===== src/rtl/sha256_core_multi.sv =====
// ============================================================================
// sha256_core_multi : SHA-256/SHA-224 compression engine, 1/2/4 rounds per clk
// Revision : 1.0
// ============================================================================
`default_nettype none

module sha256_core_multi #(
  parameter int ROUNDS_PER_CYCLE = 1,
  parameter int SUPPORT_224      = 1
) (
  input  logic         clk,
  input  logic         rst_n,
  input  logic         block_valid,
  output logic         block_ready,
  input  logic [511:0] block_in,
  input  logic         block_init,
  input  logic         block_last,
  input  logic         mode_224,
  input  logic         abort,
  output logic         digest_valid,
  input  logic         digest_ready,
  output logic [255:0] digest_out,
  output logic         busy
);

  generate
    if (!(ROUNDS_PER_CYCLE == 1 || ROUNDS_PER_CYCLE == 2 || ROUNDS_PER_CYCLE == 4)) begin : g_bad_rpc
      $error("sha256_core_multi: ROUNDS_PER_CYCLE must be 1, 2 or 4");
    end
  endgenerate

  typedef enum logic [1:0] {
    S_IDLE = 2'd0,
    S_COMP = 2'd1,
    S_FIN  = 2'd2,
    S_OUT  = 2'd3
  } state_t;

  localparam logic [6:0] c_step = 7'(ROUNDS_PER_CYCLE);

  localparam logic [31:0] c_k [64] = '{
    32'h428a2f98, 32'h71374491, 32'hb5c0fbcf, 32'he9b5dba5, 32'h3956c25b, 32'h59f111f1, 32'h923f82a4, 32'hab1c5ed5,
    32'hd807aa98, 32'h12835b01, 32'h243185be, 32'h550c7dc3, 32'h72be5d74, 32'h80deb1fe, 32'h9bdc06a7, 32'hc19bf174,
    32'he49b69c1, 32'hefbe4786, 32'h0fc19dc6, 32'h240ca1cc, 32'h2de92c6f, 32'h4a7484aa, 32'h5cb0a9dc, 32'h76f988da,
    32'h983e5152, 32'ha831c66d, 32'hb00327c8, 32'hbf597fc7, 32'hc6e00bf3, 32'hd5a79147, 32'h06ca6351, 32'h14292967,
    32'h27b70a85, 32'h2e1b2138, 32'h4d2c6dfc, 32'h53380d13, 32'h650a7354, 32'h766a0abb, 32'h81c2c92e, 32'h92722c85,
    32'ha2bfe8a1, 32'ha81a664b, 32'hc24b8b70, 32'hc76c51a3, 32'hd192e819, 32'hd6990624, 32'hf40e3585, 32'h106aa070,
    32'h19a4c116, 32'h1e376c08, 32'h2748774c, 32'h34b0bcb5, 32'h391c0cb3, 32'h4ed8aa4a, 32'h5b9cca4f, 32'h682e6ff3,
    32'h748f82ee, 32'h78a5636f, 32'h84c87814, 32'h8cc70208, 32'h90befffa, 32'ha4506ceb, 32'hbef9a3f7, 32'hc67178f2
  };

  localparam logic [31:0] c_iv256 [8] = '{
    32'h6a09e667, 32'hbb67ae85, 32'h3c6ef372, 32'ha54ff53a,
    32'h510e527f, 32'h9b05688c, 32'h1f83d9ab, 32'h5be0cd19
  };
  localparam logic [31:0] c_iv224 [8] = '{
    32'hc1059ed8, 32'h367cd507, 32'h3070dd17, 32'hf70e5939,
    32'hffc00b31, 32'h68581511, 32'h64f98fa7, 32'hbefa4fa4
  };

  function automatic logic [31:0] ror(input logic [31:0] x, input int n);
    return (x >> n) | (x << (32 - n));
  endfunction
  function automatic logic [31:0] bsig0(input logic [31:0] x);
    return ror(x, 2) ^ ror(x, 13) ^ ror(x, 22);
  endfunction
  function automatic logic [31:0] bsig1(input logic [31:0] x);
    return ror(x, 6) ^ ror(x, 11) ^ ror(x, 25);
  endfunction
  function automatic logic [31:0] ssig0(input logic [31:0] x);
    return ror(x, 7) ^ ror(x, 18) ^ (x >> 3);
  endfunction
  function automatic logic [31:0] ssig1(input logic [31:0] x);
    return ror(x, 17) ^ ror(x, 19) ^ (x >> 10);
  endfunction

  state_t      r_state, w_state_nxt;
  logic [31:0] r_h   [8];
  logic [31:0] r_wv  [8];
  logic [31:0] r_buf [16];
  logic [6:0]  r_t;
  logic        r_last;
  logic        r_mode224;

  logic [31:0] w_nxt     [8];
  logic [31:0] w_buf_nxt [16];
  logic [6:0]  w_t;
  logic [31:0] w_w, w_t1, w_t2;
  logic        w_use224;

  assign w_use224 = mode_224 && (SUPPORT_224 != 0);

  // Rounds chained within one cycle; expanded words land in the buffer copy
  // immediately so a later round in the same cycle sees them.
  always_comb begin
    w_nxt     = r_wv;
    w_buf_nxt = r_buf;
    w_t       = r_t;
    w_w       = '0;
    w_t1      = '0;
    w_t2      = '0;
    for (int j = 0; j < ROUNDS_PER_CYCLE; j++) begin
      w_t = r_t + 7'(j);
      if (w_t < 7'd16) begin
        w_w = w_buf_nxt[w_t[3:0]];
      end else begin
        w_w = ssig1(w_buf_nxt[w_t[3:0] - 4'd2]) + w_buf_nxt[w_t[3:0] - 4'd7]
            + ssig0(w_buf_nxt[w_t[3:0] - 4'd15]) + w_buf_nxt[w_t[3:0]];
      end
      w_buf_nxt[w_t[3:0]] = w_w;
      w_t1 = w_nxt[7] + bsig1(w_nxt[4]) + ((w_nxt[4] & w_nxt[5]) ^ (~w_nxt[4] & w_nxt[6]))
           + c_k[w_t[5:0]] + w_w;
      w_t2 = bsig0(w_nxt[0]) + ((w_nxt[0] & w_nxt[1]) ^ (w_nxt[0] & w_nxt[2]) ^ (w_nxt[1] & w_nxt[2]));
      for (int i = 7; i > 0; i--) w_nxt[i] = w_nxt[i-1];
      w_nxt[4] = w_nxt[4] + w_t1;
      w_nxt[0] = w_t1 + w_t2;
    end
  end

  always_ff @(posedge clk or negedge rst_n) begin
    if (!rst_n) r_state <= S_IDLE;
    else        r_state <= w_state_nxt;
  end

  // COMP spends one extra cycle at t==64 before FIN, giving 64/R+2 latency.
  always_comb begin
    w_state_nxt  = r_state;
    block_ready  = 1'b0;
    digest_valid = 1'b0;
    busy         = 1'b1;
    case (r_state)
      S_IDLE: begin
        block_ready = 1'b1;
        busy        = 1'b0;
        if (block_valid) w_state_nxt = S_COMP;
      end
      S_COMP: if (r_t == 7'd64) w_state_nxt = S_FIN;
      S_FIN:  w_state_nxt = r_last ? S_OUT : S_IDLE;
      S_OUT: begin
        digest_valid = 1'b1;
        if (digest_ready) w_state_nxt = S_IDLE;
      end
      default: w_state_nxt = S_IDLE;
    endcase
    if (abort) w_state_nxt = S_IDLE;
  end

  always_ff @(posedge clk or negedge rst_n) begin
    if (!rst_n) begin
      for (int i = 0; i < 8; i++) begin
        r_h[i]  <= '0;
        r_wv[i] <= '0;
      end
      for (int i = 0; i < 16; i++) r_buf[i] <= '0;
      r_t       <= '0;
      r_last    <= 1'b0;
      r_mode224 <= 1'b0;
    end else if (!abort) begin
      case (r_state)
        S_IDLE: if (block_valid) begin
          for (int i = 0; i < 16; i++) r_buf[i] <= block_in[511 - 32*i -: 32];
          for (int i = 0; i < 8; i++) begin
            if (block_init) begin
              r_h[i]  <= w_use224 ? c_iv224[i] : c_iv256[i];
              r_wv[i] <= w_use224 ? c_iv224[i] : c_iv256[i];
            end else begin
              r_wv[i] <= r_h[i];
            end
          end
          if (block_init) r_mode224 <= w_use224;
          r_last <= block_last;
          r_t    <= '0;
        end
        S_COMP: if (r_t != 7'd64) begin
          r_wv  <= w_nxt;
          r_buf <= w_buf_nxt;
          r_t   <= r_t + c_step;
        end
        S_FIN: for (int i = 0; i < 8; i++) r_h[i] <= r_h[i] + r_wv[i];
        default: ;
      endcase
    end
  end

  assign digest_out = {r_h[0], r_h[1], r_h[2], r_h[3], r_h[4], r_h[5], r_h[6],
                       r_mode224 ? 32'h0 : r_h[7]};

endmodule

`default_nettype wire


===== config.mk =====
export PLATFORM = sky130hd
export DESIGN_NAME = sha256_core_multi
export DESIGN_NICKNAME = d
export VERILOG_FILES = /design/src/rtl/sha256_core_multi.sv
export SDC_FILE = /design/constraint.sdc
export NUM_CORES = 2
export LEC_CHECK = 0
export CAP_MARGIN = 20
export CORE_ASPECT_RATIO = 0.7
export CORE_UTILIZATION = 30
export CTS_CLUSTER_SIZE = 20
export DETAILED_ROUTE_END_ITERATION = 8
export PLACE_DENSITY_LB_ADDON = 0.12
export REMOVE_ABC_BUFFERS = 1
export SKIP_LAST_GASP = 1
export SYNTH_ARGS = -nofsm -noshare
export SYNTH_HDL_FRONTEND = slang
export SYNTH_SLANG_ARGS = --single-unit

===== constraint.sdc =====
create_clock -name clk -period 28.9 [get_ports clk]
set_input_delay 7.225 -clock clk [delete_from_list [all_inputs] [get_ports clk]]
set_output_delay 7.225 -clock clk [all_outputs]
set_load 0.01 [all_outputs]

; Word level (Yosys, flattened, before mapping)
; Memory sizes are Yosys's and may differ from the RTL's.
; Cells that the tools add are included.
[word_totals]
rom_bits = 2048
output_inout_bits = 259
register_bits = 1035
n_memories = 1
input_bits = 520
wordCells = 172
[memory_table]
columns = memory, depth, width, rd, rd_ports_with_merged_regs, write_ports, line_no
row1 = (name not given), 64, 32, 1, 0, 0, 112  ; + c_k[w_t[5:0]] + w_w;
[op_classes]
n_addsub = 22
magnitude_cmp = 7
muxes = 54
n_eq_ne = 10
bitwise = 33
n_reduce_logical = 9
[ops]
columns = cell, count
row1 = 2-to-1 mux 512 bit, 2
row2 = one-hot mux 256 bit (2 select lines), 2
row3 = one-hot mux 512 bit (2 select lines), 1
row4 = 2-to-1 mux 32 bit, 26
row5 = adder 32 bit, 18
row6 = binary-select mux 32 bit (select 4 bit), 4
row7 = bitwise mux 512 bit, 1
row8 = 2-to-1 mux 256 bit, 2
row9 = XOR 32 bit, 9
row10 = bitwise AND 32 bit, 5
row11 = demux 32 bit (select 4 bit), 1
row12 = 2-to-1 mux 31 bit, 2
row13 = inverter 32 bit, 1
row14 = OR 10 x 32 -> 32 bit, 1
row15 = OR 13 x 32 -> 32 bit, 1
row16 = OR 14 x 32 -> 32 bit, 1
row17 = OR 15 x 32 -> 32 bit, 1
row18 = OR 19 x 32 -> 32 bit, 1
row19 = OR 21 x 32 -> 32 bit, 1
row20 = OR 25 x 32 -> 32 bit, 1
row21 = OR 26 x 32 -> 32 bit, 1
row22 = OR 30 x 32 -> 32 bit, 1
row23 = OR 7 x 32 -> 32 bit, 1
row24 = XOR 32 x 22 -> 32 bit, 1
row25 = other kinds (29), 50

; Longest topological paths before layout
[logic_depth]
ltp_word = 16
mapped_depth = 66
mapped_depth_nobuf = 54

; Worst setup path after synthesis
; OpenSTA, ideal clock, no wires.
[synth_path]
path_kind = flip-flop to flip-flop
start = reg r_t[0]
end = reg r_wv[255] in the netlist's numbering
setup_slack_ns = 13.919
t_arrival_ns = 14.839
period_less_slack_ns = 14.981
t_required_ns = 28.758
n_path_buf = 13
setup_ns = 0.142
stages_incl_launch_ff = 66
cell_sequence = dfrtp_1 -> buf_6 -> buf_12 -> buf_12 -> buf_6 -> buf_2 -> buf_2 -> buf_1 -> clkbuf_1 -> inv_1 -> clkbuf_1 -> ha_1 -> buf_1 -> clkbuf_1 -> clkbuf_1 -> mux4_2 -> mux4_2 -> xnor2_1 -> [30 not listed] -> a21oi_1 -> o21ai_0 -> a41oi_1 -> o31a_1 -> inv_1 -> fa_1 -> inv_1 -> ha_1 -> nand2_1 -> nand2b_1 -> a21o_1 -> a41o_1 -> a21oi_1 -> o21ai_0 -> a21oi_1 -> xnor2_1 -> xnor2_1 -> o221ai_1
[synth_between]
elab_chain_len = 16
word_cells_on_any_way = 44
classes_between = add/sub: 9 / order compare: 1 / eq/ne: 2 / mux: 17 / bitwise: 13 / reduce/logical: 1 / memory: 1
[synth_rtl]
columns = item, line_no
row1 = start: declaration, 81  ; logic [6:0] r_t;
row2 = start signal: assignment, 177  ; r_t <= r_t + c_step;
row3 = subtractor 4 x 2 -> 4 bit, 107  ; w_w = ssig1(w_buf_nxt[w_t[3:0] - 4'd2]) + w_buf_nxt[w_t[3:0] - 4'd7]
row4 = inverter 4 -> 5 bit (not written as such), 107
row5 = binary-select mux 32 bit (select 4 bit), 107
row6 = 2-to-1 mux 32 bit (not written as such) (2 in a row), 107
row7 = OR 15 x 32 -> 32 bit or OR 13 x 32 -> 32 bit (tied branches), 62  ; return (x >> n) | (x << (32 - n));
row8 = XOR 32 bit, 74  ; return ror(x, 17) ^ ror(x, 19) ^ (x >> 10);
row9 = XOR 32 x 22 -> 32 bit, 74
row10 = adder 32 bit, 107
row11 = adder 32 bit (2 in a row), 108  ; + ssig0(w_buf_nxt[w_t[3:0] - 4'd15]) + w_buf_nxt[w_t[3:0]];
row12 = 2-to-1 mux 32 bit, 104  ; if (w_t < 7'd16) begin
row13 = adder 32 bit, 112
row14 = adder 32 bit, 116  ; w_nxt[0] = w_t1 + w_t2;
row15 = 2-to-1 mux 256 bit, 174  ; S_COMP: if (r_t != 7'd64) begin
row16 = one-hot mux 256 bit (2 select lines), 159  ; case (r_state)
row17 = end signal: indexed assignment, 165  ; r_wv[i] <= w_use224 ? c_iv224[i] : c_iv256[i];
row18 = end signal: indexed assignment, 167  ; r_wv[i] <= r_h[i];
row19 = end signal: assignment, 175  ; r_wv <= w_nxt;
row20 = end: declaration, 79  ; logic [31:0] r_wv [8];
; Parallel ways exist; a longest one is shown, timed or not. The select of a mux whose other input is x is not followed.
; A chain may end at the register's enable or synchronous reset.

; Worst setup path after layout
; Same ends and word-level chain as after synthesis.

==> flow_metrics.py <==
metrics = {
    "cells_and_area": {
        "layout.area.seq_um2": 25920,
        "drive_gt1_share_pct": 10.39,
        "final_net_count": 11250,
        "fillerInstances": 29460,
        "multi_input_comb_area_um2": 55870,
        "area.growth.synth_to_final_pct": 17.43,
    },
    "die": {
        "core_area_um2": 290100,
        "floorplan.initialDensity_pct": 30.29,
        "fp.dieArea_um2": 295100,
        "num_rows": 165,
        "die_height_um": 454.8,
        "top_level_ports": 779,
        "die-width_um": 648.8,
    },
    "worst_setup_path": {
        "crit_path_frequent_cell": "sky130_fd_sc_hd__fa_1",
        "worst_path_largest_cell_delay_ps": 890,
        "crit_path_max_fanout": 57,
        "critPathRequiredTime_ps": 29590,
        "startpoint_type": "flip-flop",
        "worst_ep_arrival_time_ps": 17580,
        "critical_path.slowest_cell": "sky130_fd_sc_hd__buf_4",
        "crit_path_end_kind": "flip-flop",
        "critical_path_class": "flip-flop to flip-flop",
    },
    "cts": {
        "cts-buffers-inserted": 143,
        "cts.htree.levels": 4,
        "ctsHoldBuffers": 0,
        "cts.sink_count": 1035,
        "postCtsSetupBuffers": 0,
        "clockBufferDepth": 4,
        "cts_tree": "built",
        "clock-root-buffer": "sky130_fd_sc_hd__clkbuf_16",
        "post_cts_resize_count": 0,
        "insertion_delay_ps": 870,
        "clock_pin_slew_of_the_registers_on_the_worst_case_setup_and_hold_paths_ps": 70,
    },
    "yosys": {
        "synth_top_cells_by_area": "sky130_fd_sc_hd__dfrtp_1, sky130_fd_sc_hd__mux4_2, sky130_fd_sc_hd__a21oi_1",
        "syn_warnings": 0,
        "cell_area_after_synthesis_um2": 87870,
        "ys_ff_latch": 1035,
        "yosysTopAreaCellShare_pct": 29.48,
        "async_flop_share_pct": 100.0,
        "yosysSeqAreaShare_pct": 29.48,
        "number_of_enable_type_register_cells_in_the_synthesized_netlist": 0,
        "post_synth_num_cell_types": 89,
        "postSynthAreaPerCell_um2": 8.854,
        "synth_top_area_cell": "sky130_fd_sc_hd__dfrtp_1",
        "synthesis.instances": 9924,
        "synth_top_flop_cell": "sky130_fd_sc_hd__dfrtp_1",
    },
    "detailed_routing": {
        "final_antenna_net_count": 0,
        "drt_pass1_iterations": 7,
        "drc": 0,
        "routedWlPerCell_um": 34.61,
        "via_per_inst": 6.043,
        "drt_wl_total_mm": 487.5,
        "first_iter_violations": 11980,
        "num_vias": 85120,
    },
    "sta": {
        "achievable-frequency_mhz": 59.21,
        "period_share_pct": 58.44,
        "grt_setup_unrepaired": "no",
        "timing_hold_violations_final": 0,
        "setup-violations-final": 0,
        "clock_skews_ps": 61.74,
        "maxSlewHeadroom_pct": 8.892,
        "worst_pin_slew_ps": 1364,
        "min_period_ps": 16890,
        "setup_total_negative_slack_ps": 0,
        "final-max-slew-violation-count": 0,
    },
    "grt": {
        "globalRouteTotalUtil_pct": 31.75,
        "grt_antenna_before_repair": 22,
        "via_count_of_the_first_global_routing_pass": 79100,
        "first_pass_grt_wire_length_mm": 663.0,
        "overflow": 0,
        "pin_count_of_the_biggest_net_entering_global_routing": 170,
    },
    "flow_run": {
        "drv.max_cap_violation_count": 0,
    },
    "run_status": {
        "status": "complete, no violations",
    },
    "placement": {
        "detailed_place_hpwl_mm": 358.6,
        "io_buffer_count": 778,
        "finalWeightedCongestion": 0.9977,
    },
    "hold_path": {
        "worst_hold_path_type": "flip-flop to flip-flop",
    },
}
==> worst max-delay path, delay by kind of cell (launching register included) <==
kind            cells  cell delay, ps
fa+ha+maj          10            3850
flops               1             650
xor+xnor            6            1130
mux                 2            1260
compound gates     13            4420
buf+inv            10            3600
simple gates        8            1560
==> cell usage in the layout (no fill, tap or decap), types with 25 or more instances in the layout <==
cell                                 n
sky130_fd_sc_hd__or3_1              30
sky130_fd_sc_hd__a21oi_1           992
sky130_fd_sc_hd__clkbuf_16         146
sky130_fd_sc_hd__xnor2_1           380
sky130_fd_sc_hd__and3_1             35
sky130_fd_sc_hd__o22ai_1            80
sky130_fd_sc_hd__o211ai_1           44
sky130_fd_sc_hd__nor3_1             79
sky130_fd_sc_hd__a31oi_1            55
sky130_fd_sc_hd__buf_4             231
sky130_fd_sc_hd__ha_1              387
sky130_fd_sc_hd__nor2_1            897
sky130_fd_sc_hd__nand3_1           128
sky130_fd_sc_hd__dfrtp_1          1026
sky130_fd_sc_hd__clkdlybuf4s50_1   776
sky130_fd_sc_hd__a22oi_1           237
sky130_fd_sc_hd__a222oi_1           98
sky130_fd_sc_hd__inv_1             556
sky130_fd_sc_hd__o31ai_1            31
sky130_fd_sc_hd__o21ai_0           908
sky130_fd_sc_hd__clkbuf_8           28
sky130_fd_sc_hd__nand2_1           911
sky130_fd_sc_hd__mux4_2            421
sky130_fd_sc_hd__o21bai_1           52
sky130_fd_sc_hd__a221oi_1           37
sky130_fd_sc_hd__nand2b_1           71
sky130_fd_sc_hd__clkinv_2           25
sky130_fd_sc_hd__xor2_1            178
sky130_fd_sc_hd__nor2b_1            85
sky130_fd_sc_hd__o21a_1             80
sky130_fd_sc_hd__a21o_1            236
sky130_fd_sc_hd__a211oi_1           38
sky130_fd_sc_hd__mux2_2             28
sky130_fd_sc_hd__mux2i_1           150
sky130_fd_sc_hd__fa_1              195
sky130_fd_sc_hd__o221ai_1           69
sky130_fd_sc_hd__a221o_1            54
sky130_fd_sc_hd__clkbuf_1           25
==> worst paths after layout <==
check                       start               to  slack, ps  depth (start not counted)
min in group asynchronous   rst_n  digest_out[190]       6420                          1
min                        r_last           r_last        520                          2
max reg2reg                r_t[0]        r_wv[255]      12010                         49
max                        r_t[0]        r_wv[255]      12010                         49
min reg2reg                r_last           r_last        520                          2
max in group asynchronous   rst_n   digest_out[96]      19440                          4
==> final cells by class <==
type | count | share of cell area [%]
repair buffers | 1028 | 9.570
clock inverters | 41 | 0.4280
multi-input cells | 7371 | 54.15
clock buffers | 199 | 4.005
flip-flops and latches | 1035 | 25.12
diodes | 8 | 0.01940
inverters | 563 | 2.050
well taps | 3841 | 4.658
==> routing by layer <==
| layer | share of wire, % | global-route usage (%) | vias to the layer above |
|---|---|---|---|
| met5 | 0.014 | 0 | - |
| met4 | 3.7 | 10.52 | 10 |
| met3 | 11 | 9.102 | 673 |
| met2 | 39 | 42.76 | 4822 |
| met1 | 46 | 47.75 | 43570 |
| li1 | - | - | 36050 |
==> synthesized netlist by cell type, drive strengths merged, types with 152 or more instances <==
library cell / instances
dfrtp: 1035
buf: 369
ha: 391
inv: 560
xor2: 178
xnor2: 382
a21oi: 1010
nor2: 911
a21o: 236
mux4: 421
fa: 195
nand2: 919
mux2i: 152
o21ai: 928
a22oi: 237
clkbuf: 586
==> through the flow <==
| step | area, µm² | hold WS [ps] | std cells | util (%) | worst slack (ps) |
|---|---|---|---|---|---|
| floorplan | 83320 | 467.3 | 8969 | - | -5388 |
| global placement | 98450 | 498.4 | 13830 | 33.94 | 12320 |
| detailed placement | 98490 | 499.8 | 13830 | 33.95 | 12290 |
| CTS | 103100 | 514.8 | 14070 | 35.53 | 12230 |
| global route | 103200 | 549.8 | 14080 | 35.57 | 10980 |
| finish | 103200 | 517.2 | 14090 | 35.57 | 12010 |
==> cells by family after synthesis <==
kind of cell	after synthesis	share of synthesized area (%)
AOI/OAI and AO/OA	3251	22.97
and+or+nand+nor	2367	11.40
buffers and inverters	1518	7.576
DFF	1035	29.48
muxes	601	12.90
adders and majority gates	591	10.07
xor gates and xnor gates	561	5.616
==> flip-flops by register name (all words and copies together), names as in the netlist <==
name        flops
r_buf         512
r_wv          256
digest_out    224
r_h            32
r_t             7
r_state         2
r_last          1
r_mode224       1
Power is not shown: default switching activity piles up to over one toggle a cycle in this logic, so the estimate is an artifact.
